[config.mk]
export PLATFORM = sky130hd
export DESIGN_NAME = register_dump_sequencer
export DESIGN_NICKNAME = d
export VERILOG_FILES = /design/src/rtl/debug_unit_defs.sv /design/src/rtl/register_dump_sequencer.sv
export SDC_FILE = /design/constraint.sdc
export NUM_CORES = 1
export LEC_CHECK = 0
export BUFFER_PORTS_ARGS = -buffer_cell sky130_fd_sc_hd__buf_4
export CORE_MARGIN = 3
export CORE_UTILIZATION = 45
export CTS_BUF_LIST = sky130_fd_sc_hd__clkbuf_8
export DETAILED_ROUTE_END_ITERATION = 10
export GPL_ROUTABILITY_DRIVEN = 0
export PLACE_DENSITY = 0.73
export SLEW_MARGIN = 15
export SYNTH_ARGS = -nofsm -noshare
export SYNTH_HDL_FRONTEND = slang
export SYNTH_SLANG_ARGS = --single-unit
[constraint.sdc]
create_clock -name i_clock -period 2.3 [get_ports i_clock]
set_input_delay 0.46 -clock i_clock [delete_from_list [all_inputs] [get_ports i_clock]]
set_output_delay 0.46 -clock i_clock [all_outputs]
set_load 0.005 [all_outputs]
[src/rtl/debug_unit_defs.sv]
// Shared debug-unit definitions: dump FSM state encodings,
// UART byte width and checksum seed.
package debug_unit_defs;

  localparam int         UART_BYTE_W   = 8;
  localparam logic [7:0] CHECKSUM_INIT = 8'h00;

  typedef enum logic [2:0] {
    ST_IDLE    = 3'd0,
    ST_WAIT_RD = 3'd1,
    ST_CAPTURE = 3'd2,
    ST_SEND    = 3'd3,
    ST_CHKSUM  = 3'd4,
    ST_FINISH  = 3'd5
  } dump_state_t;

endpackage

[src/rtl/register_dump_sequencer.sv]
// Walks the register file over the debug read port and streams each
// register MSB-first to UART TX. Option: REG_DUMP_CHECKSUM_EN (XOR byte).
module register_dump_sequencer
  import debug_unit_defs::*;
#(
  parameter int CANTIDAD_REGISTROS              = 32,
  parameter int CANTIDAD_BITS_REGISTROS         = 32,
  parameter int CANTIDAD_BITS_ADDRESS_REGISTROS = 5,
  parameter int READ_LATENCY                    = 1
) (
  input  logic                                       i_clock,
  input  logic                                       i_reset,
  input  logic                                       i_start,
  output logic [CANTIDAD_BITS_ADDRESS_REGISTROS-1:0] o_reg_addr,
  input  logic [CANTIDAD_BITS_REGISTROS-1:0]         i_reg_data,
  output logic [7:0]                                 o_tx_data,
  output logic                                       o_tx_valid,
  input  logic                                       i_tx_ready,
  output logic                                       o_stall,
  output logic                                       o_busy,
  output logic                                       o_done
);

  localparam int AW = CANTIDAD_BITS_ADDRESS_REGISTROS;
  localparam int DW = CANTIDAD_BITS_REGISTROS;
  localparam int NB = DW / UART_BYTE_W;
  localparam int BW = (NB > 1) ? $clog2(NB) : 1;
  localparam int LW = (READ_LATENCY > 1) ? $clog2(READ_LATENCY) : 1;

  localparam logic [AW-1:0] LAST_ADDR = AW'(CANTIDAD_REGISTROS - 1);
  localparam logic [BW-1:0] LAST_BYTE = BW'(NB - 1);
  localparam logic [LW-1:0] LAST_LAT  = LW'(READ_LATENCY - 1);

  dump_state_t   state_q, state_n;
  logic [AW-1:0] addr_q;
  logic [BW-1:0] byte_cnt_q;
  logic [LW-1:0] lat_cnt_q;
  logic [DW-1:0] shift_q;
  logic [7:0]    tx_byte;
  logic          last_byte;
  logic          last_reg;
  logic          accept;

`ifdef REG_DUMP_CHECKSUM_EN
  logic [7:0]    chk_q;
`endif

  assign tx_byte    = shift_q[DW-1 -: 8];
  assign last_byte  = (byte_cnt_q == LAST_BYTE);
  assign last_reg   = (addr_q == LAST_ADDR);
  assign accept     = (state_q == ST_SEND) && i_tx_ready;
  assign o_reg_addr = addr_q;

  // State register; synchronous reset aborts any dump in progress.
  always_ff @(posedge i_clock) begin
    if (i_reset) state_q <= ST_IDLE;
    else         state_q <= state_n;
  end

  // Next state and Moore-style outputs decoded from the current state.
  always_comb begin
    state_n    = state_q;
    o_tx_valid = 1'b0;
    o_tx_data  = 8'h00;
    o_done     = 1'b0;
    o_busy     = (state_q != ST_IDLE);
    o_stall    = (state_q != ST_IDLE);
    unique case (state_q)
      ST_IDLE: begin
        if (i_start) state_n = ST_WAIT_RD;
      end
      ST_WAIT_RD: begin
        if (lat_cnt_q == LAST_LAT) state_n = ST_CAPTURE;
      end
      ST_CAPTURE: begin
        state_n = ST_SEND;
      end
      ST_SEND: begin
        o_tx_valid = 1'b1;
        o_tx_data  = tx_byte;
        if (i_tx_ready && last_byte) begin
          if (!last_reg)
            state_n = ST_WAIT_RD;
          else
`ifdef REG_DUMP_CHECKSUM_EN
            state_n = ST_CHKSUM;
`else
            state_n = ST_FINISH;
`endif
        end
      end
`ifdef REG_DUMP_CHECKSUM_EN
      ST_CHKSUM: begin
        o_tx_valid = 1'b1;
        o_tx_data  = chk_q;
        if (i_tx_ready) state_n = ST_FINISH;
      end
`endif
      ST_FINISH: begin
        o_done  = 1'b1;
        state_n = ST_IDLE;
      end
      default: begin
        state_n = ST_IDLE;
      end
    endcase
  end

  // Address, latency and byte counters plus the output shift register.
  always_ff @(posedge i_clock) begin
    if (i_reset) begin
      addr_q     <= '0;
      byte_cnt_q <= '0;
      lat_cnt_q  <= '0;
      shift_q    <= '0;
    end else begin
      unique case (state_q)
        ST_IDLE: begin
          if (i_start) begin
            addr_q    <= '0;
            lat_cnt_q <= '0;
          end
        end
        ST_WAIT_RD: begin
          if (lat_cnt_q == LAST_LAT) lat_cnt_q <= '0;
          else                       lat_cnt_q <= lat_cnt_q + 1'b1;
        end
        ST_CAPTURE: begin
          shift_q    <= i_reg_data;
          byte_cnt_q <= '0;
        end
        ST_SEND: begin
          if (accept) begin
            shift_q    <= shift_q << UART_BYTE_W;
            byte_cnt_q <= byte_cnt_q + 1'b1;
            if (last_byte && !last_reg) addr_q <= addr_q + 1'b1;
          end
        end
        default: begin
        end
      endcase
    end
  end

`ifdef REG_DUMP_CHECKSUM_EN
  // Running XOR of every data byte accepted since the dump started.
  always_ff @(posedge i_clock) begin
    if (i_reset)
      chk_q <= CHECKSUM_INIT;
    else if (state_q == ST_IDLE && i_start)
      chk_q <= CHECKSUM_INIT;
    else if (accept)
      chk_q <= chk_q ^ tx_byte;
  end
`endif

endmodule
# Word-level counts from Yosys, hierarchy flattened
# Index checks and enable logic that the tools add are counted.
[classes] mux=19 reduce_logical=13 eq_ne=11 add_sub_neg=3
[ops] cell="one-hot mux 32 bit (2 select lines)" count=1
[ops] cell="two-way mux 32 bit" count=1
[ops] cell="two-way mux 5 bit" count=3
[ops] cell="two-way mux 3 bit" count=4
[ops] cell="one-hot mux 3 bit (4 select lines)" count=1
[ops] cell="one-hot mux 5 bit (2 select lines)" count=1
[ops] cell="two-way mux 8 bit" count=1
[ops] cell="== test 3 x 2 -> 1 bit (second input constant)" count=2
[ops] cell="inequality test 2 bit (second input constant)" count=3
[ops] cell="nonzero test 2 bit" count=3
[ops] cell="adder 5 x 1 -> 5 bit (second input constant)" count=1
[ops] cell="== test 5 bit (second input constant)" count=1
[ops] cell="two-way mux 1 bit" count=4
[ops] cell="inequality test 2 x 1 -> 1 bit (second input constant)" count=2
[ops] cell="one-hot mux 2 bit (2 select lines)" count=1
[ops] cell="AND reduction 2 bit" count=2
[ops] cell="AND reduction 4 bit" count=1
[ops] cell="== test 3 x 1 -> 1 bit (second input constant)" count=1
[ops] cell="== test 3 bit (second input constant)" count=1
[ops] cell="logical AND 1 bit" count=3
[ops] cell="logical NOT 3 bit" count=1
[ops] cell="AND reduction 3 bit" count=1
[ops] cell="nonzero test 3 bit" count=1
[ops] cell="adder 2 x 1 -> 2 bit (second input constant)" count=1
[ops] cell="5 further kinds" count=5
[word_totals] regBits=43 word_cells=51 out_inout_bits=17 input_bits=36

# Logic depth before layout (Yosys ltp)
# Gate-level depths: netlist of run 1.
[depth] ltp_word=6 depth_mapped=7 depth_no_buf=6

# Worst setup path before layout of run 1
# OpenSTA, ideal clock, no wires.
[synth_timing] path_kind="reg-to-reg" start="register addr_q[0], in the netlist o_reg_addr[0]" end="register addr_q[3], in the netlist o_reg_addr[3]" path_slack_ps=475 stages_incl_launch_ff=7 path_buffers=0 t_arrival_ps=1751 required_ps=2226 synth_period_minus_slack_ps=1825 setup_ps=74 path_cell_list="dfxtp_1 > ha_1 > and3_1 > ha_1 > nand3b_1 > or4_1 > a31oi_1"
[synth_via] elab_chain_cells=5 elab_cells_between_ends=9 cone_classes="add/sub: 1; eq/ne: 2; mux: 3; reduce/logical: 3"
[synth_lines] element="start, declared" line_no="register_dump_sequencer.sv:35" rtl="logic [AW-1:0] addr_q;"
[synth_lines] element="start signal, assigned" line_no="register_dump_sequencer.sv:136" rtl="if (last_byte && !last_reg) addr_q <= addr_q + 1'b1;"
[synth_lines] element="branches (longest 5 deep; another with adder 5 x 1 -> 5 bit)"
# Parallel ways; which one is timed is not known. The select of a mux whose other input is x is not followed.
# A chain may end at the register's enable or synchronous reset.

# Worst setup path in the final report of run 1
[layout_timing] start="register state_q[1]" end="output port o_tx_data[6]"
[layout_via] elab_chain_cells=2
[layout_lines] element="start, declared" line_no="register_dump_sequencer.sv:34" rtl="dump_state_t state_q, state_n;"
[layout_lines] element="start signal, assigned" line_no="register_dump_sequencer.sv:57" rtl="else state_q <= state_n;"
[layout_lines] element="== test 3 x 2 -> 1 bit" line_no="register_dump_sequencer.sv:68" rtl="unique case (state_q)"
[layout_lines] element="two-way mux 8 bit" line_no="register_dump_sequencer.sv:68"
[layout_lines] element="end, declared" line_no="register_dump_sequencer.sv:16" rtl="output logic [7:0] o_tx_data,"
# Every way passes these cells.

==> flow_summary.yaml, run 1 <==
yosys:
  synth-async-reset-ratio: 0
  yosys_warnings: 0
  yosysTopAreaCellShare: 0.4128
  syn_area_mm2: 0.002037
  synth_seq_cells: 42
  yosysMostFrequentCell: "nand2_1"
  synth_common_cells: "59 x nand2_1, 42 x dfxtp_1, 36 x a21oi_1"
  yosysTopAreaCell: "dfxtp_1"
  synth_cell_types: 42
  synthCells: 246
  syn_area_per_cell_um2: 8.280
  ys.flop_type: "dfxtp_1"
  synth_edf_count: 0
  synth_fp_nets: 285
  ys_top_cells_by_area: "dfxtp_1 41%, nand2_1 11%, a311oi_1 10%"
  synth.yosys.seq_area_share: 0.4128
timing:
  hold_slack_ns: 0.4193
  tightest_slew_ns: 0.9430
  finalSetupViolations: 0
  post-route-period-util: 0.9118
  setup_tns_ns: 0
  hold_violations: 0
  max_clock_freq_mhz: 476.8
  slew_headroom: 0.3706
  final-max-slew-violation-count: 0
  rsz0062_at_grt: "no"
  min_period_ns: 2.097
  finClkSkew_ns: 0.006152
worst_setup_path:
  worst_r2r_path_depth: 6
  crit_path_start: "state_q[1]"
  crit_fanout: 23
  rrSetupSlack_ns: 0.33
  cp_slowest_cell: "dfxtp_1"
  end_kind: "output port"
  cpPeakStageDelay_ns: 0.56
  r2r-end: "o_reg_addr[3]"
  cp-start-kind: "flop"
  path_cells: "nand3b_4 > inv_4 > and2_1 > buf_4"
  worstPathArrival_ns: 1.64
  cp.required_ns: 1.84
  regToRegStartpoint: "o_reg_addr[0]"
  critPathKind: "reg2out"
finish:
  n_fill_cell: 385
  stdcell_area_mm2: 0.002455
  nets: 325
  final_cells: 336
  antenna_cells: 0
  fin_util: 0.5883
  layout-drive-gt1-share: 0.2483
  area.growth.synth_to_final_pct: 20.52
floorplan:
  io_pins: 53
  core_mm2: 0.004173
  fp.dieW_um: 73.28
  initial_core_util: 0.4882
  rows: 23
  fp.dieH_um: 73.28
  dieArea_mm2: 0.005370
pwr:
  p_sw_mw: 0.3922
  swShare: 0.2641
  internal_power_mw: 1.093
  peakVddDrop_mv: 0.2781
  p_leak_nw: 1.023
  clockPowerShare: 0.299
  p_comb_frac: 0.157
  p_per_area_mw_per_mm2: 604.9
  seq_power_share: 0.544
placement:
  placed_area_mm2: 0.002374
  dp_cells: 329
  port_buffers: 52
  dp_hpwl_mm: 3.115
route:
  avgRoutedWirePerCell_um: 13.65
  drt_iter0_markers: 195
  viasPerCell: 5.497
  drc: 0
  ant_nets: 0
  first_pass_iters: 4
  wirelength_mm: 4.585
  vias: 1847
clock_network:
  clk_pin_slew_ns: 0.08
  clk_latency_ns: 0.29
  hold_buffers: 0
  htreeDepth: 2
  cts_tree: "yes"
  clock-root-buffer: "clkbuf_8"
  cts_buffers: 5
  clock_path_buffers: 2
  clock-sinks: 42
min_path:
  holdPathStages: 3
  worstHoldEndpoint: "shift_q[7]"
  hp-start: "i_reg_data[7]"
  hp-class: "in2reg"
grt:
  use_met1: 0.2383
  grt_max_degree: 41
  met3_usage: 0.04241
  busiest_layer: "met2"
  grt_pass1_wl_mm: 7.652
  antenna_found_initial: 0
  gr-total-overflow: 0
  grt_pass1_vias: 1708
  track_usage: 0.1794
  met2_usage: 0.2910
run_status:
  outcome: "finished clean"
job:
  max-cap-violations: 0
state kept, by name, summed over array words and instances (netlist names):
register	cells
shift_q	32
byte_cnt_q	2
o_reg_addr	5
state_q	3
cells in the final DEF (no fill, tap or decap), types with 3 or more instances in the layout:
cell      synthesis  final
ha_1              3      3
and2_1            8      8
nand3_1           5      5
o21ai_0          10     10
a21oi_1          36     36
a311oi_1         24     24
nand2_1          59     59
dfxtp_1          42     42
clkbuf_8          0      5
buf_4            11     58
critical path, delay by kind of cell (launching register included):
kind | cells | cell delay (ns)
flip-flops | 1 | 0.56
buffers and inverters | 2 | 0.36
AND/OR/NAND/NOR | 2 | 0.43
cells by family after synthesis:
family	synth area share
AND/OR/NAND/NOR	0.2242
buffers and inverters	0.08476
flip-flops	0.4128
adder cells (fa/ha/maj)	0.01843
multiplexers	0.009828
AO/OA/AOI/OAI	0.2500
per-stage QoR:
stage               setup slack (ns)  power, mW
global route                 0.05710      1.549
finish                        0.2028      1.485
detailed placement            0.2993      1.058
floorplan                     0.4749     0.9831
CTS                          0.08384      1.491
global placement              0.3473      1.054
power by group through the flow:
stage	logic, mW	clock network [mW]	registers (mW)
finish	0.234	0.443	0.808
global route	0.262	0.473	0.814
CTS	0.235	0.449	0.807
detailed placement	0.235	0	0.823
global placement	0.232	0	0.822
floorplan	0.173	0	0.810
area by class of cell:
class	instances	area, um^2	share of cell area
Sequential cell	42	840.8	0.3425
Tap cell	50	62.56	0.02548
Clock buffer	5	68.82	0.02803
Inverter	3	13.76	0.005607
Multi-Input combinational cell	176	1023	0.4169
Clock inverter	2	10.01	0.004077
Timing Repair Buffer	58	435.4	0.1774
routing by layer:
layer  vias to the layer above  wire length (um)
li1                        963                 -
met1                       842              2217
met2                        37              2090
met3                         5               227
met4                         0                49
met5                         -                 0
worst max-delay path by stage:
stage,endpoint,slack (ns),cells past startpoint
after floorplan,o_reg_addr[3],0.47,6
after global placement,shift_q[31],0.35,4
after detailed placement,shift_q[17],0.30,4
after CTS,o_tx_data[0],0.08,4
after global routing,o_tx_data[3],0.06,4
final,o_tx_data[6],0.20,4
what timing repair did:
action	4_1_cts	5_1_grt
hold endpoints to repair	0	0
endpoints found under the setup margin	0	8
buffers inserted	0	0
resized for setup	0	2
Power figures use the tool's default switching activity.
==> inputs of run 2 (changes only) <==
--- a/config.mk
+++ b/config.mk
@@ -5,13 +5,15 @@
 export SDC_FILE = /design/constraint.sdc
 export NUM_CORES = 1
 export LEC_CHECK = 0
+export ABC_AREA = 1
 export BUFFER_PORTS_ARGS = -buffer_cell sky130_fd_sc_hd__buf_4
 export CORE_MARGIN = 3
 export CORE_UTILIZATION = 45
 export CTS_BUF_LIST = sky130_fd_sc_hd__clkbuf_8
 export DETAILED_ROUTE_END_ITERATION = 10
 export GPL_ROUTABILITY_DRIVEN = 0
-export PLACE_DENSITY = 0.73
+export HOLD_SLACK_MARGIN = 0.15
+export PLACE_DENSITY = 0.72
 export SLEW_MARGIN = 15
 export SYNTH_ARGS = -nofsm -noshare
 export SYNTH_HDL_FRONTEND = slang
==> flow_summary.yaml, run 2 <==
grt:
  grt_pass1_wl_mm: 7.624
  antenna_found_initial: 0
  gr-total-overflow: 0
  grt_pass1_vias: 1742
  grt_max_degree: 42
  track_usage: 0.1707
finish:
  largest_register_ffs: 32
  final_common_cell: "nand2_1"
  antenna_cells: 0
  mostFrequentLayoutCells: "158 x nand2_1, 54 x buf_4, 42 x dfxtp_1, 35 x a21oi_1, 21 x inv_1"
  layout-drive-gt1-share: 0.2000
  top_register: "shift_q"
  n_fill_cell: 474
  area.growth.synth_to_final_pct: 20.19
  nets: 403
  final_cells: 417
  fin_util: 0.5732
worst_setup_path:
  crit_fanout: 30
  path_buf_inv: 2
  cpPeakStageDelay_ns: 0.40
  cp.required_ns: 1.84
  cp_slowest_cell: "dfxtp_1"
  path_delay_family: "buffers and inverters"
  end_kind: "output port"
  path_cells: "nand2_1 > nor2_4 > buf_4 > buf_4"
  worstPathArrival_ns: 1.43
  critPathKind: "reg2out"
  cp-start-kind: "flop"
  critPathMostFrequentCell: "buf_4"
timing:
  hold_violations: 0
  max_clock_freq_mhz: 529.9
  min_period_ns: 1.887
  rsz0062_at_grt: "no"
  post-route-period-util: 0.8204
  finalSetupViolations: 0
  finClkSkew_ns: 0.007501
  final-max-slew-violation-count: 0
  slew_headroom: 0.5777
  setup_tns_ns: 0
  hold_slack_ns: 0.4257
  tightest_slew_ns: 0.6300
yosys:
  ys_top_cells_by_area: "dfxtp_1 40%, nand2_1 28%, a21oi_1 8.3%"
  synth-compound-area-share: 0.1074
  yosysMostFrequentCell: "nand2_1"
  synth_common_cells: "158 x nand2_1, 42 x dfxtp_1, 35 x a21oi_1"
  ys.flop_type: "dfxtp_1"
  synth-async-reset-ratio: 0
  synthSimpleGateAreaFrac: 0.3678
  synthAdderAreaFrac: 0.01771
  yosysTopAreaCellShare: 0.3967
  synth_top_family_by_area: "simple AND/OR/NAND/NOR gates"
  synth.area.mux_share: 0
  synth_edf_count: 0
  yosys_warnings: 0
  syn_area_per_cell_um2: 6.603
  syn_area_mm2: 0.002120
  synth_cell_types: 23
  synth_seq_cells: 42
  synthCells: 321
  synth_fp_nets: 360
  synth.yosys.seq_area_share: 0.3967
  yosysTopAreaCell: "dfxtp_1"
  synthXorXnorAreaFrac: 0
route:
  vias: 2015
  ant_nets: 0
  drt_iter0_markers: 110
  drc: 0
  viasPerCell: 4.832
  wirelength_mm: 4.495
  first_pass_iters: 4
  avgRoutedWirePerCell_um: 10.78
clock_network:
  clock_path_buffers: 2
  cts_tree: "yes"
  clock-root-buffer: "clkbuf_8"
  postCtsResizedCells: 0
  clk_pin_slew_ns: 0.08
  cts_setup_buffers: 0
  htreeDepth: 2
  clk_latency_ns: 0.29
  hold_buffers: 0
  clock-sinks: 42
  cts_buffers: 5
placement:
  port_buffers: 52
  dp_hpwl_mm: 3.058
  dp_cells: 409
job:
  max-cap-violations: 0
run_status:
  outcome: "finished clean"
floorplan:
  fp.dieH_um: 74.63
  initial_core_util: 0.4769
  rows: 24
  fp.dieW_um: 74.63
  core_mm2: 0.004444
  dieArea_mm2: 0.005570
  io_pins: 53
pwr:
  p_leak_nw: 1.135
  peakVddDrop_mv: 0.3632
  p_per_area_mw_per_mm2: 667.7
min_path:
  hp-class: "in2reg"
-- run 2: cell count changes after synthesis, moves of 8 or more --
cell      previous run  this run
a311oi_1            24         0
and2_1               8         0
buf_4               11         2
inv_1                2        19
nand2_1             59       158
nor2_1               2        20
o21ai_0             10         0
-- run 2: final timing paths --
check,slack [ns],end,startpoint,depth (start not counted)
worst min register to register,0.46,shift_q[3],shift_q[3],2
worst min-delay path,0.43,shift_q[7],i_reg_data[7],3
worst max register to register,0.61,o_reg_addr[4],o_reg_addr[0],10
worst max-delay path,0.41,o_tx_valid,state_q[1],4
-- run 2: power breakdown --
part           leakage, nW  switching, mW  internal, mW
Sequential           0.341         0.0315         0.782
Combinational        0.733          0.199         0.133
Clock               0.0607          0.240         0.316
Total                 1.13          0.471          1.23
-- run 2: tightest hold or removal path: stages --
cell and delay, ns:
buf_4 0.11, nand2_1 0.05, a21oi_1 0.05
-- run 2: per-stage QoR --
| step | worst slack [ns] | total power [mW] | cell area [um^2] |
|---|---|---|---|
| 3_3_place_gp | 0.6565 | 1.159 | 2441 |
| 3_5_place_dp | 0.6404 | 1.164 | 2441 |
| 6_report | 0.4130 | 1.701 | 2547 |
| 5_1_grt | 0.3161 | 1.796 | 2547 |
| 4_1_cts | 0.3916 | 1.718 | 2547 |
| 2_1_floorplan | 0.8085 | 1.083 | 2120 |
-- run 2: logic make-up (layout without fill, tap and decap cells) --
logic type	Yosys count	in the layout
AO/OA/AOI/OAI	41	41
adder cells (fa/ha/maj)	3	3
buffers and inverters	40	84
flip-flops	42	42
AND/OR/NAND/NOR	195	195
-- run 2: layout make-up --
type / instances / area [um^2] / share of cell area
Clock inverter: 3 / 37.54 / 0.01473
Inverter: 22 / 85.08 / 0.03340
Multi-Input combinational cell: 239 / 1045 / 0.4101
Clock buffer: 5 / 68.82 / 0.02701
Timing Repair Buffer: 54 / 405.4 / 0.1591
Sequential cell: 42 / 840.8 / 0.3301
Tap cell: 52 / 65.06 / 0.02554
-- run 2: metal layers --
layer | part of all wire | track usage
met3 | 0.067 | 0.04139
met4 | 0.010 | 0.04150
met2 | 0.43 | 0.2683
met1 | 0.49 | 0.2376
met5 | 0 | 0
